===== src/rtl/row_gen_pkg.sv =====
// rtl/row_gen_pkg.sv - shared constants and FSM state type for the matrix row generator
// Purpose: default matrix geometry, row counter width, LFSR feedback taps, FSM states.
// Ports: none (package).
package row_gen_pkg;

    localparam int NROWS_DEFAULT = 450;
    localparam int NCOLS_DEFAULT = 128;

    // Wide enough to count NROWS_DEFAULT rows.
    localparam int CNT_W = 9;

    // Galois feedback applied when the bit shifted out of the top is 1.
    localparam logic [7:0] LFSR_POLY = 8'h87;

    typedef enum logic [1:0] {
        ST_IDLE,
        ST_LOAD,
        ST_STREAM,
        ST_FLUSH
    } state_e;

endpackage


===== src/rtl/row_lfsr.sv =====
// rtl/row_lfsr.sv - Galois LFSR producing one matrix row per advance
// Purpose: holds the row generator state; loads a seed and steps on demand.
// Ports:
//   clk, resetn      clock, asynchronous active-low reset
//   load_i, seed_i   load seed this cycle (an all-zero seed loads as 1)
//   adv_i            step the LFSR this cycle
//   row_o            registered current row (reads 0 out of reset)
module row_lfsr
    import row_gen_pkg::*;
#(
    parameter int W = NCOLS_DEFAULT
) (
    input  logic         clk,
    input  logic         resetn,
    input  logic         load_i,
    input  logic [W-1:0] seed_i,
    input  logic         adv_i,
    output logic [W-1:0] row_o
);

    logic [W-1:0] state_q;
    logic [W-1:0] state_d;
    logic [W-1:0] row_q;

    always_comb begin
        state_d = state_q;
        if (load_i) begin
            // An all-zero state would lock up, so substitute 1.
            state_d = (seed_i == '0) ? W'(1) : seed_i;
        end else if (adv_i) begin
            state_d = {state_q[W-2:0], 1'b0} ^ (state_q[W-1] ? W'(LFSR_POLY) : '0);
        end
    end

    // row_q mirrors the state except out of reset, where the row reads as 0
    // while the generator itself restarts from 1.
    always_ff @(posedge clk or negedge resetn) begin
        if (!resetn) begin
            state_q <= W'(1);
            row_q   <= '0;
        end else begin
            state_q <= state_d;
            row_q   <= state_d;
        end
    end

    assign row_o = row_q;

endmodule


===== src/rtl/row_gen.sv =====
// rtl/row_gen.sv - streams matrix A rows to a selection consumer for one challenge
// Purpose: on start, captures seed and row mask, pulses index_valid, then streams
//   LFSR rows under pause back-pressure until the consumer reports sel_done or all
//   NROWS rows are used (short_fail).
// Ports:
//   clk, resetn          clock, asynchronous active-low reset
//   start, seed, index_in run request with seed and row-selection mask
//   pause, sel_done      consumer back-pressure and completion
//   index_valid, index_w mask load strobe and registered mask
//   en, row_input        row valid / consumer advance, current row
//   busy, finished, short_fail  run status
module row_gen
    import row_gen_pkg::*;
#(
    parameter int NROWS = NROWS_DEFAULT,
    parameter int NCOLS = NCOLS_DEFAULT
) (
    input  logic             clk,
    input  logic             resetn,
    input  logic             start,
    input  logic [NCOLS-1:0] seed,
    input  logic [NROWS-1:0] index_in,
    input  logic             pause,
    input  logic             sel_done,
    output logic             index_valid,
    output logic [NROWS-1:0] index_w,
    output logic             en,
    output logic [NCOLS-1:0] row_input,
    output logic             busy,
    output logic             finished,
    output logic             short_fail
);

    localparam logic [CNT_W-1:0] LAST_ROW = CNT_W'(NROWS - 1);

    state_e           state_q, state_d;
    logic [CNT_W-1:0] cnt_q, cnt_d;
    logic [NROWS-1:0] index_w_q, index_w_d;
    logic             short_fail_q, short_fail_d;
    logic             index_valid_q, index_valid_d;
    logic             busy_q, busy_d;
    logic             finished_q, finished_d;
    logic             capture;
    logic             en_c;

    always_comb begin
        state_d      = state_q;
        cnt_d        = cnt_q;
        index_w_d    = index_w_q;
        short_fail_d = short_fail_q;
        capture      = 1'b0;
        en_c         = 1'b0;

        unique case (state_q)
            ST_IDLE: begin
                if (start) begin
                    state_d      = ST_LOAD;
                    capture      = 1'b1;
                    index_w_d    = index_in;
                    short_fail_d = 1'b0;
                    cnt_d        = '0;
                end
            end
            ST_LOAD: begin
                state_d = ST_STREAM;
            end
            ST_STREAM: begin
                // sel_done wins over both pause and the last-row exit.
                if (sel_done) begin
                    state_d = ST_FLUSH;
                end else if (!pause) begin
                    en_c = 1'b1;
                    if (cnt_q != '1) begin
                        cnt_d = cnt_q + CNT_W'(1);
                    end
                    if (cnt_q == LAST_ROW) begin
                        state_d      = ST_FLUSH;
                        short_fail_d = 1'b1;
                    end
                end
            end
            ST_FLUSH: begin
                state_d = ST_IDLE;
            end
            default: begin
                state_d = ST_IDLE;
            end
        endcase

        // Status flags are registered from the next state so they line up
        // with the state they describe.
        index_valid_d = capture;
        busy_d        = (state_d != ST_IDLE);
        finished_d    = (state_d == ST_FLUSH);
    end

    always_ff @(posedge clk or negedge resetn) begin
        if (!resetn) begin
            state_q       <= ST_IDLE;
            cnt_q         <= '0;
            index_w_q     <= '0;
            short_fail_q  <= 1'b0;
            index_valid_q <= 1'b0;
            busy_q        <= 1'b0;
            finished_q    <= 1'b0;
        end else begin
            state_q       <= state_d;
            cnt_q         <= cnt_d;
            index_w_q     <= index_w_d;
            short_fail_q  <= short_fail_d;
            index_valid_q <= index_valid_d;
            busy_q        <= busy_d;
            finished_q    <= finished_d;
        end
    end

    row_lfsr #(
        .W(NCOLS)
    ) u_row_lfsr (
        .clk   (clk),
        .resetn(resetn),
        .load_i(capture),
        .seed_i(seed),
        .adv_i (en_c),
        .row_o (row_input)
    );

    assign en          = en_c;
    assign index_valid = index_valid_q;
    assign index_w     = index_w_q;
    assign busy        = busy_q;
    assign finished    = finished_q;
    assign short_fail  = short_fail_q;

endmodule


===== config.mk =====
export PLATFORM = sky130hd
export DESIGN_NAME = row_gen
export DESIGN_NICKNAME = d
export VERILOG_FILES = /design/src/rtl/row_gen_pkg.sv /design/src/rtl/row_lfsr.sv /design/src/rtl/row_gen.sv
export SDC_FILE = /design/constraint.sdc
export NUM_CORES = 1
export LEC_CHECK = 0
export BUFFER_PORTS_ARGS = -buffer_cell sky130_fd_sc_hd__buf_2
export CORE_AREA = 5 5 453 455
export CTS_BUF_LIST = sky130_fd_sc_hd__clkbuf_8
export CTS_CLUSTER_DIAMETER = 80
export CTS_CLUSTER_SIZE = 28
export DETAILED_ROUTE_END_ITERATION = 10
export DIE_AREA = 0 0 458 460
export SYNTH_ARGS = -nofsm -noshare
export SYNTH_HDL_FRONTEND = slang
export SYNTH_HIERARCHICAL = 1
export SYNTH_SLANG_ARGS = --single-unit

===== constraint.sdc =====
create_clock -name clk -period 3.1 [get_ports clk]
set_clock_uncertainty 0.2 [all_clocks]
set_input_delay 0.31 -clock clk [delete_from_list [all_inputs] [get_ports clk]]
set_output_delay 0.31 -clock clk [all_outputs]
set_load 0.01 [all_outputs]

==> results of run 1 <==
==> placed cells by master (no fill, tap or decap), types with 2 or more instances in the layout <==
cell,count
buf_2,1163
dlygate4sd3_1,1021
dfrtp_1,592
mux2_2,408
nand2_1,143
o21ai_0,131
mux2i_1,131
buf_4,51
mux2_1,43
clkbuf_8,42
nor4_1,34
buf_12,20
diode_2,19
inv_6,9
nand4_1,8
nand2b_1,7
clkinv_16,6
clkinv_8,6
inv_1,5
inv_8,5
nand3_1,4
clkinvlp_4,4
a21oi_1,3
a211oi_1,3
ha_1,3
inv_16,3
xnor2_1,3
a31oi_1,2
nor3_1,2
or4b_1,2
a2111oi_4,2
inv_12,2
nor4_2,2
==> state kept, by name, summed over array words and instances, names as in the netlist <==
name / count
index_w: 450
u_row_lfsr/row_o: 128
cnt_q: 9
state_q: 2
busy: 1
finished: 1
index_valid: 1
short_fail: 1
u_row_lfsr/state_q: 1
==> repair_timing <==
item	in CTS	in global routing
hold endpoints to repair	1101	0
gates resized for setup	3	0
setup endpoints to repair	1	0
hold buffers	1022	0
buffers inserted	1	0
==> power groups by stage <==
stage	Sequential, mW	Combinational [mW]	Clock (mW)
detailed placement	14.3	15.5	0
global route	14.7	17.9	5.68
finish	14.3	16.7	5.18
floorplan	15.1	7.21	0
global placement	14.2	15.3	0
CTS	14.2	16.7	5.48
==> worst max path at each step <==
stage	start	endpoint	slack (ns)	cells after the start
after CTS	state_q[0]	en	0.06	4
after detailed placement	seed[19]	u_row_lfsr/row_o[0]	0.20	8
final	state_q[0]	en	0.26	4
after global placement	seed[16]	u_row_lfsr/row_o[0]	0.23	8
after floorplan	cnt_q[0]	cnt_q[6]	0.67	8
after global routing	state_q[0]	en	0.07	4
==> layer usage <==
| metal | routed length [um] | up-vias |
|---|---|---|
| met5 | 176 | - |
| met3 | 15500 | 211 |
| met2 | 61200 | 1149 |
| li1 | - | 10200 |
| met1 | 57000 | 11500 |
| met4 | 4670 | 30 |
==> area by class of cell <==
cell class,instances,area (um^2)
Fill cell,21000,156000
Timing Repair Buffer,2258,16900
Sequential cell,594,14900
Multi-Input combinational cell,941,8220
Tap cell,2672,3340
Clock buffer,42,578
Clock inverter,36,566
Antenna cell,19,47.5
Inverter,6,27.5
==> worst max-delay path: cells and delay by family (launching register included) <==
| family | cells | cell delay [ns] |
|---|---|---|
| and+or+nand+nor | 2 | 0.57 |
| buffers and inverters | 2 | 0.40 |
| DFF | 1 | 0.53 |
==> cells by family (layout without fill, tap and decap cells) <==
| logic type | Yosys count | after routing | synth area share |
|---|---|---|---|
| buffers and inverters | 232 | 2342 | 0.0617 |
| XOR/XNOR | 4 | 4 | 0.00143 |
| AO/OA/AOI/OAI | 143 | 143 | 0.0317 |
| AND/OR/NAND/NOR | 209 | 209 | 0.0391 |
| other | 0 | 19 | 0 |
| flip-flops | 594 | 594 | 0.605 |
| multiplexers | 582 | 582 | 0.260 |
| adder cells (fa/ha/maj) | 3 | 3 | 0.00153 |
==> per-stage QoR <==
| step | util | hold WS (ns) | setup WS (ns) |
|---|---|---|---|
| final | 0.222 | 0.130 | 0.262 |
| after global routing | 0.222 | 0.0538 | 0.0652 |
| after CTS | 0.222 | 0.000214 | 0.0562 |
| after detailed placement | 0.165 | 0.224 | 0.203 |
| after global placement | 0.165 | 0.222 | 0.228 |
| after floorplan | - | -0.186 | 0.673 |
==> impl_metrics.sql, run 1 <==
INSERT INTO impl_metrics (metric_group, metric, value, unit) VALUES
('timing', 'min_period_over_period', '0.915', ''),
('cts', 'clkTransAtPathRegs', '0.16', 'ns'),
('routing', 'detailedRoute.firstIterationViolations', '1550', ''),
('pwr', 'p_clk_frac', '0.143', ''),
('critical_path', 'r2r.worst_path.cells', '6', ''),
('routing', 'drt_first_pass_iters', '5', ''),
('global_route', 'gr-usage-all-layers', '0.125', ''),
('timing', 'finalSetupViolCount', '0', ''),
('placed_design', 'place.detailed.instances', '5447', ''),
('floorplanning', 'die_width', '458', 'um'),
('worst_hold_path', 'min-delay-path-class', 'input pin to register', ''),
('pwr', 'design_power_total', '36.2', 'mW'),
('critical_path', 'worst-endpoint-required', '2.59', 'ns'),
('timing', 'worst-slew-pin-transition', '0.946', 'ns'),
('yosys', 'netlist_top_cells_count', '593 x dfrtp_1, 408 x mux2_2, 143 x nand2_1', ''),
('run', 'cap_viol_max_count', '0', ''),
('cts', 'tritoncts_clock_tree', 'done', ''),
('timing', 'crit_path_time_final', '2.84', 'ns'),
('cts', 'tritoncts_num_sinks', '594', ''),
('pwr', 'p_leak', '19.8', 'nW'),
('timing', 'final_hold_viol_count', '0', ''),
('global_route', 'grt_first_pass_wirelength', '191000', 'um'),
('yosys', 'synthMostInstantiatedCell', 'dfrtp_1', ''),
('status', 'run_status', 'complete, no violations', ''),
('global_route', 'gr-total-overflow', '0', ''),
('placed_design', 'detailedPlacementHpwl', '105000', 'um'),
('floorplanning', 'rows', '165', ''),
('critical_path', 'worstReg2RegStart', 'state_q[0]', ''),
('timing', 'grt_setup_unrepaired', 'no', ''),
('placed_design', 'portBuffers', '1165', ''),
('timing', 'drv_slew', '0', ''),
('cts', 'cts-root-buf', 'clkbuf_8', ''),
('cts', 'cts_max_path_buffers', '3', ''),
('worst_hold_path', 'hp-start', 'seed[89]', ''),
('yosys', 'synth_async_sr_flop_share', '1.00', ''),
('floorplanning', 'core_area', '201000', 'um^2'),
('layout', 'area_delta_synth_final', '81.2', '%'),
('critical_path', 'reg2reg_setup_slack', '0.29', 'ns'),
('routing', 'wire_per_inst', '21.1', 'um'),
('timing', 'setup-tns-final', '0', 'ns'),
('critical_path', 'crit_chain', 'or2b_1 > nor3_4 > buf_12 > buf_4', ''),
('worst_hold_path', 'holdPathStages', '4', ''),
('floorplanning', 'die-area', '211000', 'um^2'),
('cts', 'clkLatencyLatePin', '0.80', 'ns'),
('yosys', 'syn_area_per_cell', '13.9', 'um^2'),
('timing', 'worst_slew_margin', '0.364', ''),
('global_route', 'grt_use_met3', '0.0566', ''),
('pwr', 'comb_power_share', '0.461', ''),
('critical_path', 'r2r_end', 'u_row_lfsr/row_o[112]', ''),
('pwr', 'swShare', '0.419', ''),
('critical_path', 'timing.critical_path.from_type', 'register', ''),
('critical_path', 'critical_path.endpoint_type', 'output pin', ''),
('routing', 'vias', '23200', ''),
('routing', 'drtAntennaViolNets', '0', ''),
('yosys', 'synthDominantAreaCellType', 'dfrtp_1', ''),
('yosys', 'syn-cell-area', '24600', 'um^2'),
('pwr', 'netSwitchingPower', '15.2', 'mW'),
('placed_design', 'finalWeightedCongestion', '0.918', ''),
('pwr', 'cell_internal_pwr', '21.0', 'mW'),
('yosys', 'ys_warn_count', '6', ''),
('critical_path', 'crit_path_max_incr_delay', '0.53', 'ns'),
('yosys', 'synth_seq_area_share', '0.605', ''),
('layout', 'drive_gt1_frac', '0.447', ''),
('global_route', 'antenna_found_initial', '44', ''),
('yosys', 'yosys_reg_bits', '594', ''),
('pwr', 'powerDensity', '812', 'nW/um^2'),
('global_route', 'groute.layer.met1.usage', '0.152', ''),
('pwr', 'share_seq_of_total_power', '0.396', ''),
('placed_design', 'placed_cell_area', '33100', 'um^2'),
('timing', 'max_freq', '0.352', 'GHz'),
('yosys', 'yosys_most_used_dff', 'dfrtp_1', '');
No activity file was read; power rests on OpenSTA's default activity.
==> inputs of run 2 (changes only) <==
CTS_CLUSTER_SIZE = 8   (was 28)
GPL_TIMING_DRIVEN = 0   (was default)
==> run 2 against run 1 <==
Sequential cell count did not move. First-iteration DRC count rose by 6.3%. Sequential share of layout area fell by 0.97 points. Global-route usage rose by 0.93 points. Setup slack got worse by 0.096 ns. Sequential power barely moved. Fmax fell by 3.3%. Hold slack improved by 0.015 ns. Critical endpoint is now u_row_lfsr/row_o[116]. Largest power group unchanged.
==> impl_metrics.sql, run 2 (same netlist as run 1, synthesis figures left out) <==
INSERT INTO impl_metrics (metric_group, metric, value, unit) VALUES
('status', 'run_status', 'complete, no violations', ''),
('critical_path', 'worstReg2RegStart', 'state_q[1]', ''),
('floorplanning', 'core_area', '201000', 'um^2'),
('cts', 'tritoncts_clock_tree', 'done', ''),
('layout', 'num-nets-final', '4652', ''),
('layout', 'area_delta_synth_final', '86.6', '%'),
('timing', 'worst-slew-pin-transition', '1.07', 'ns'),
('critical_path', 'r2r.worst_path.cells', '8', ''),
('global_route', 'grt_first_pass_wirelength', '204000', 'um'),
('global_route', 'gr-total-overflow', '0', ''),
('cts', 'tritoncts_num_sinks', '594', ''),
('layout', 'multi_input_area', '8240', 'um^2'),
('floorplanning', 'rows', '165', ''),
('routing', 'postRouteWirelength', '148000', 'um'),
('layout', 'layout.area.seq', '14900', 'um^2'),
('critical_path', 'critical_path.max_fanout', '19', ''),
('routing', 'vias', '24400', ''),
('global_route', 'grt_start_max_net_pins', '117', ''),
('routing', 'drt_first_pass_iters', '5', ''),
('layout', 'n_fill_cell', '21000', ''),
('critical_path', 'worst-endpoint-required', '3.62', 'ns'),
('routing', 'drt-vias-per-instance', '3.61', ''),
('critical_path', 'reg2reg_setup_slack', '0.17', 'ns'),
('placed_design', 'detailedPlacementHpwl', '114000', 'um'),
('floorplanning', 'initial_core_utilization', '0.122', ''),
('routing', 'wire_per_inst', '21.8', 'um'),
('critical_path', 'critical_path.endpoint_type', 'register', ''),
('routing', 'detail_route.drc_violations', '0', ''),
('worst_hold_path', 'min-delay-path-class', 'input pin to register', ''),
('timing', 'final_hold_viol_count', '0', ''),
('layout', 'largest_register_ffs', '450', ''),
('global_route', 'antenna_found_initial', '49', ''),
('floorplanning', 'die_width', '458', 'um'),
('pwr', 'design_power_total', '38.4', 'mW'),
('critical_path', 'criticalPathCategory', 'register to register', ''),
('worst_hold_path', 'holdPathEnd', 'u_row_lfsr/row_o[92]', ''),
('routing', 'drtAntennaViolNets', '0', ''),
('cts', 'cts_max_path_buffers', '3', ''),
('pwr', 'vdd_drop_max', '512', 'uV'),
('floorplanning', 'die-area', '211000', 'um^2'),
('cts', 'cts-root-buf', 'clkbuf_8', ''),
('timing', 'worst_slew_margin', '0.283', ''),
('timing', 'crit_path_time_final', '2.93', 'ns'),
('placed_design', 'finalWeightedCongestion', '0.953', ''),
('pwr', 'powerDensity', '836', 'nW/um^2'),
('cts', 'htree_levels', '3', ''),
('floorplanning', 'die_extent_in_y', '460', 'um'),
('cts', 'clkTransAtPathRegs', '0.07', 'ns'),
('timing', 'drv_slew', '0', ''),
('worst_hold_path', 'holdPathStages', '4', ''),
('timing', 'max_freq', '0.341', 'GHz'),
('worst_hold_path', 'hp-start', 'seed[92]', ''),
('layout', 'layout_commonest_cell', 'buf_2', ''),
('layout', 'drive_gt1_frac', '0.469', ''),
('run', 'cap_viol_max_count', '0', ''),
('layout', 'mostFrequentLayoutCells', '1205 x buf_2, 1035 x dlygate4sd3_1, 593 x dfrtp_1', ''),
('critical_path', 'r2r_end', 'u_row_lfsr/row_o[116]', ''),
('timing', 'grt_setup_unrepaired', 'yes', ''),
('critical_path', 'critical_path_arrival', '3.45', 'ns'),
('timing', 'setup-tns-final', '0', 'ns'),
('cts', 'cts_inserted_buffers', '87', ''),
('layout', 'finish.utilization', '0.228', ''),
('routing', 'detailedRoute.firstIterationViolations', '1647', ''),
('cts', 'clkLatencyLatePin', '0.81', 'ns'),
('timing', 'min_period_over_period', '0.946', ''),
('floorplanning', 'top_level_ports', '1166', ''),
('global_route', 'gr-usage-all-layers', '0.135', ''),
('placed_design', 'portBuffers', '1165', ''),
('critical_path', 'timing.critical_path.from_type', 'register', ''),
('global_route', 'first_global_vias', '26800', ''),
('pwr', 'p_leak', '20.6', 'nW'),
('timing', 'finalSetupViolCount', '0', '');
run 2: power by group:
| part | internal (mW) | leakage, nW | switching, mW |
|---|---|---|---|
| clock | 2.66 | 0.697 | 3.22 |
| combinational | 8.55 | 12.8 | 9.58 |
| sequential | 11.7 | 7.10 | 2.66 |
| total | 22.9 | 20.6 | 15.5 |
run 2: final cells by class:
cell class | instances | area share
timing repair buffer | 2212 | 0.358
sequential | 594 | 0.324
multi-input combinational | 941 | 0.180
tap | 2672 | 0.0729
buffer | 224 | 0.0338
clock buffer | 88 | 0.0264
clock inverter | 13 | 0.00316
antenna | 27 | 0.00147
inverter | 6 | 0.000573
run 2: what timing repair did:
item,in CTS,in global routing
endpoints found under the hold margin,861,0
setup buffers,4,0
setup endpoints to repair,431,125
pin swaps,1,0
gates resized for setup,27,35
hold buffers,1036,0
run 2: worst max path at each step:
stage | start | end | slack, ns | cells after the start
floorplan | cnt_q[0] | cnt_q[6] | 0.67 | 8
global placement | resetn | index_w[394] | -11.34 | 1
detailed placement | state_q[1] | u_row_lfsr/row_o[99] | -2.07 | 9
CTS | state_q[1] | u_row_lfsr/row_o[65] | 0.006 | 8
global route | state_q[1] | u_row_lfsr/row_o[115] | -0.01 | 8
finish | state_q[1] | u_row_lfsr/row_o[116] | 0.17 | 8
run 2: per-stage QoR:
step	hold WS, ns	std cells	instance area [um^2]	worst slack, ns
floorplan	-0.186	1767	24600	0.673
global placement	0.273	5604	33800	-11.34
detailed placement	0.110	5611	33900	-2.07
CTS	0.000116	6750	45800	0.00599
global route	0.0470	6756	45800	-0.0140
finish	0.145	6777	45900	0.166
run 2: worst max-delay path, stage by stage, from the launching register on:
cell and delay (ns):
dfrtp_1 0.44, or3b_4 0.55, clkbuf_4 0.29, clkinvlp_4 0.13, buf_12 0.13, clkbuf_4 0.29
clkbuf_4 0.29, nand2_1 0.31, o21ai_0 0.17
run 2: layer usage:
metal  global-route usage  share of wire
met5                    0         0.0015
met2                0.209           0.44
met1                0.168           0.42
met3               0.0508           0.10
met4               0.0541          0.038
==> inputs of run 3 (changes only) <==
CORE_AREA = 5 5 445 447   (was 5 5 453 455)
CTS_BUF_LIST = sky130_fd_sc_hd__clkbuf_16   (was sky130_fd_sc_hd__clkbuf_8)
DIE_AREA = 0 0 450 452   (was 0 0 458 460)
RECOVER_POWER = 50   (was default)
==> run 3 against run 2 <==
Largest power group unchanged. Cell area is 9.4% lower. Sequential share of layout area increased by 3.4 points. First-iteration DRC count up 1.5%. Global-route usage increased by 1.3 points. Highest routed layer unchanged. Fmax down 1.8%. Combinational power fell by 3%. Die area is 3.5% lower. Core utilization fell by 1.4 points. Via count fell by 5.6%.
==> impl_metrics.sql, run 3 (same netlist as run 1, synthesis figures left out) <==
INSERT INTO impl_metrics (metric_group, metric, value, unit) VALUES
('status', 'run_status', 'complete, no violations', ''),
('critical_path', 'worst-endpoint-required', '3.46', 'ns'),
('timing', 'max_freq', '0.335', 'GHz'),
('cts', 'tritoncts_num_sinks', '594', ''),
('layout', 'area_delta_synth_final', '69.0', '%'),
('critical_path', 'crit_chain', 'clkbuf_1 > or2b_1 > nor3_1 > buf_2 > clkbuf_4 > buf_4 > mux2i_1 > o21ai_0', ''),
('floorplanning', 'core_area', '194000', 'um^2'),
('global_route', 'first_global_vias', '24700', ''),
('routing', 'wire_per_inst', '25.3', 'um'),
('critical_path', 'launch_point_of_the_worst_path', 'state_q[0]', ''),
('pwr', 'p_clk_frac', '0.222', ''),
('pwr', 'swShare', '0.415', ''),
('routing', 'drt_first_pass_iters', '5', ''),
('layout', 'design_area', '41600', 'um^2'),
('floorplanning', 'die_extent_in_y', '452', 'um'),
('pwr', 'vdd_drop_max', '571', 'uV'),
('critical_path', 'worstReg2RegStart', 'state_q[0]', ''),
('global_route', 'gr-total-overflow', '0', ''),
('cts', 'clkTransAtPathRegs', '0.06', 'ns'),
('timing', 'hold_slack', '0.165', 'ns'),
('layout', 'num-nets-final', '4200', ''),
('global_route', 'grt_start_max_net_pins', '120', ''),
('routing', 'drtAntennaViolNets', '0', ''),
('timing', 'finalSetupViolCount', '0', ''),
('timing', 'final_hold_viol_count', '0', ''),
('floorplanning', 'top_level_ports', '1166', ''),
('global_route', 'antenna_found_initial', '66', ''),
('floorplanning', 'die-area', '203000', 'um^2'),
('routing', 'vias', '23100', ''),
('critical_path', 'crit_path_max_incr_delay', '0.39', 'ns'),
('worst_hold_path', 'min-delay-path-class', 'input pin to register', ''),
('critical_path', 'critical_path_arrival', '3.35', 'ns'),
('timing', 'worst-slew-pin-transition', '0.994', 'ns'),
('layout', 'drive_gt1_frac', '0.371', ''),
('pwr', 'share_seq_of_total_power', '0.351', ''),
('routing', 'detail_route.drc_violations', '0', ''),
('cts', 'cts-root-buf', 'clkbuf_16', ''),
('worst_hold_path', 'holdPathStages', '4', ''),
('placed_design', 'portBuffers', '1165', ''),
('routing', 'detailedRoute.firstIterationViolations', '1672', ''),
('layout', 'largest_register_ffs', '450', ''),
('timing', 'grt_setup_unrepaired', 'no', ''),
('critical_path', 'cp.buffers_inverters', '4', ''),
('routing', 'postRouteWirelength', '157000', 'um'),
('pwr', 'netSwitchingPower', '17.1', 'mW'),
('layout', 'layout_commonest_cell', 'buf_2', ''),
('global_route', 'gr-usage-all-layers', '0.148', ''),
('layout', 'finish.utilization', '0.214', ''),
('pwr', 'powerDensity', '992', 'nW/um^2'),
('pwr', 'design_power_total', '41.2', 'mW'),
('critical_path', 'critical_path.endpoint_type', 'register', ''),
('layout', 'multi_input_area', '8210', 'um^2'),
('pwr', 'p_leak', '17.6', 'nW'),
('critical_path', 'criticalPathCategory', 'register to register', ''),
('pwr', 'comb_power_share', '0.428', ''),
('layout', 'mostFrequentLayoutCells', '669 x buf_2, 593 x dfrtp_1, 584 x dlygate4sd3_1', ''),
('layout', 'layout.area.seq', '14900', 'um^2'),
('floorplanning', 'die_width', '450', 'um'),
('floorplanning', 'initial_core_utilization', '0.127', ''),
('critical_path', 'path_delay_family', 'buffers and inverters', ''),
('timing', 'worst_slew_margin', '0.331', ''),
('placed_design', 'placed_cell_area', '33800', 'um^2'),
('run', 'cap_viol_max_count', '0', ''),
('cts', 'cts_max_path_buffers', '3', ''),
('cts', 'clkLatencyLatePin', '0.69', 'ns'),
('critical_path', 'timing.critical_path.from_type', 'register', ''),
('timing', 'crit_path_time_final', '2.99', 'ns'),
('critical_path', 'crit_path_top_delay_cell', 'dfrtp_1', ''),
('timing', 'min_period_over_period', '0.963', ''),
('placed_design', 'finalWeightedCongestion', '1.05', ''),
('critical_path', 'path_depth', '8', ''),
('timing', 'setup-tns-final', '0', 'ns'),
('pwr', 'cell_internal_pwr', '24.1', 'mW'),
('critical_path', 'critical_path.max_fanout', '10', ''),
('routing', 'drt-vias-per-instance', '3.71', ''),
('worst_hold_path', 'hp-start', 'seed[76]', ''),
('placed_design', 'detailedPlacementHpwl', '129000', 'um'),
('critical_path', 'r2r.worst_path.cells', '8', ''),
('global_route', 'grt_first_pass_wirelength', '208000', 'um'),
('layout', 'n_fill_cell', '21100', ''),
('cts', 'htree_levels', '3', ''),
('timing', 'drv_slew', '0', ''),
('cts', 'cts_inserted_buffers', '89', ''),
('cts', 'post_cts_buffers', '0', ''),
('cts', 'tritoncts_clock_tree', 'done', ''),
('floorplanning', 'rows', '162', '');
## run 3: worst reg2reg max path, stage by stage, from the launching register on
cell and delay (ns):
dfrtp_1 0.39, clkbuf_1 0.26, or2b_1 0.34, nor3_1 0.37
buf_2 0.28, clkbuf_4 0.32, buf_4 0.34, mux2i_1 0.27
o21ai_0 0.09
## run 3: power by group through the flow
stage | Sequential, mW | Clock (mW) | Combinational (mW)
3_3_place_gp | 14.1 | 0 | 17.9
4_1_cts | 14.2 | 9.44 | 18.9
2_1_floorplan | 15.1 | 0 | 7.21
5_1_grt | 14.8 | 9.72 | 18.8
6_report | 14.5 | 9.15 | 17.6
3_5_place_dp | 14.3 | 0 | 18.1
## run 3: layer usage
| layer | global-route usage | part of all wire |
|---|---|---|
| met2 | 0.248 | 0.49 |
| met3 | 0.0629 | 0.10 |
| met5 | 0 | 0.00060 |
| met4 | 0.0802 | 0.060 |
| met1 | 0.157 | 0.35 |
## run 3: repair_timing
action	in CTS	in global routing
gates cloned	0	1
hold buffers	584	0
endpoints found under the hold margin	812	0
pin swaps	0	0
resized for setup	32	11
setup endpoints to repair	129	236
## run 3: final timing paths
check / end / slack [ns]
worst max-delay path: u_row_lfsr/row_o[114] / 0.11
worst min-delay path: u_row_lfsr/row_o[76] / 0.17
worst max register to register: u_row_lfsr/row_o[114] / 0.11
worst min register to register: index_w[394] / 0.29
max in group asynchronous: index_w[234] / 0.32
min in group asynchronous: u_row_lfsr/row_o[114] / 0.52
## run 3: layout make-up
| cell class | instances | share of cell area |
|---|---|---|
| antenna | 32 | 0.00193 |
| buffer | 226 | 0.0353 |
| clock buffer | 89 | 0.0536 |
| clock inverter | 28 | 0.00729 |
| inverter | 6 | 0.000542 |
| multi-input combinational | 941 | 0.198 |
| sequential | 594 | 0.358 |
| tap | 2542 | 0.0765 |
| timing repair buffer | 1756 | 0.269 |
## run 3: stage by stage
stage | setup slack [ns] | cells
after floorplan | 0.673 | 1767
after global placement | -11.42 | 5474
after detailed placement | -1.03 | 5480
after CTS | 0.00151 | 6181
after global routing | 0.00584 | 6204
final | 0.113 | 6214
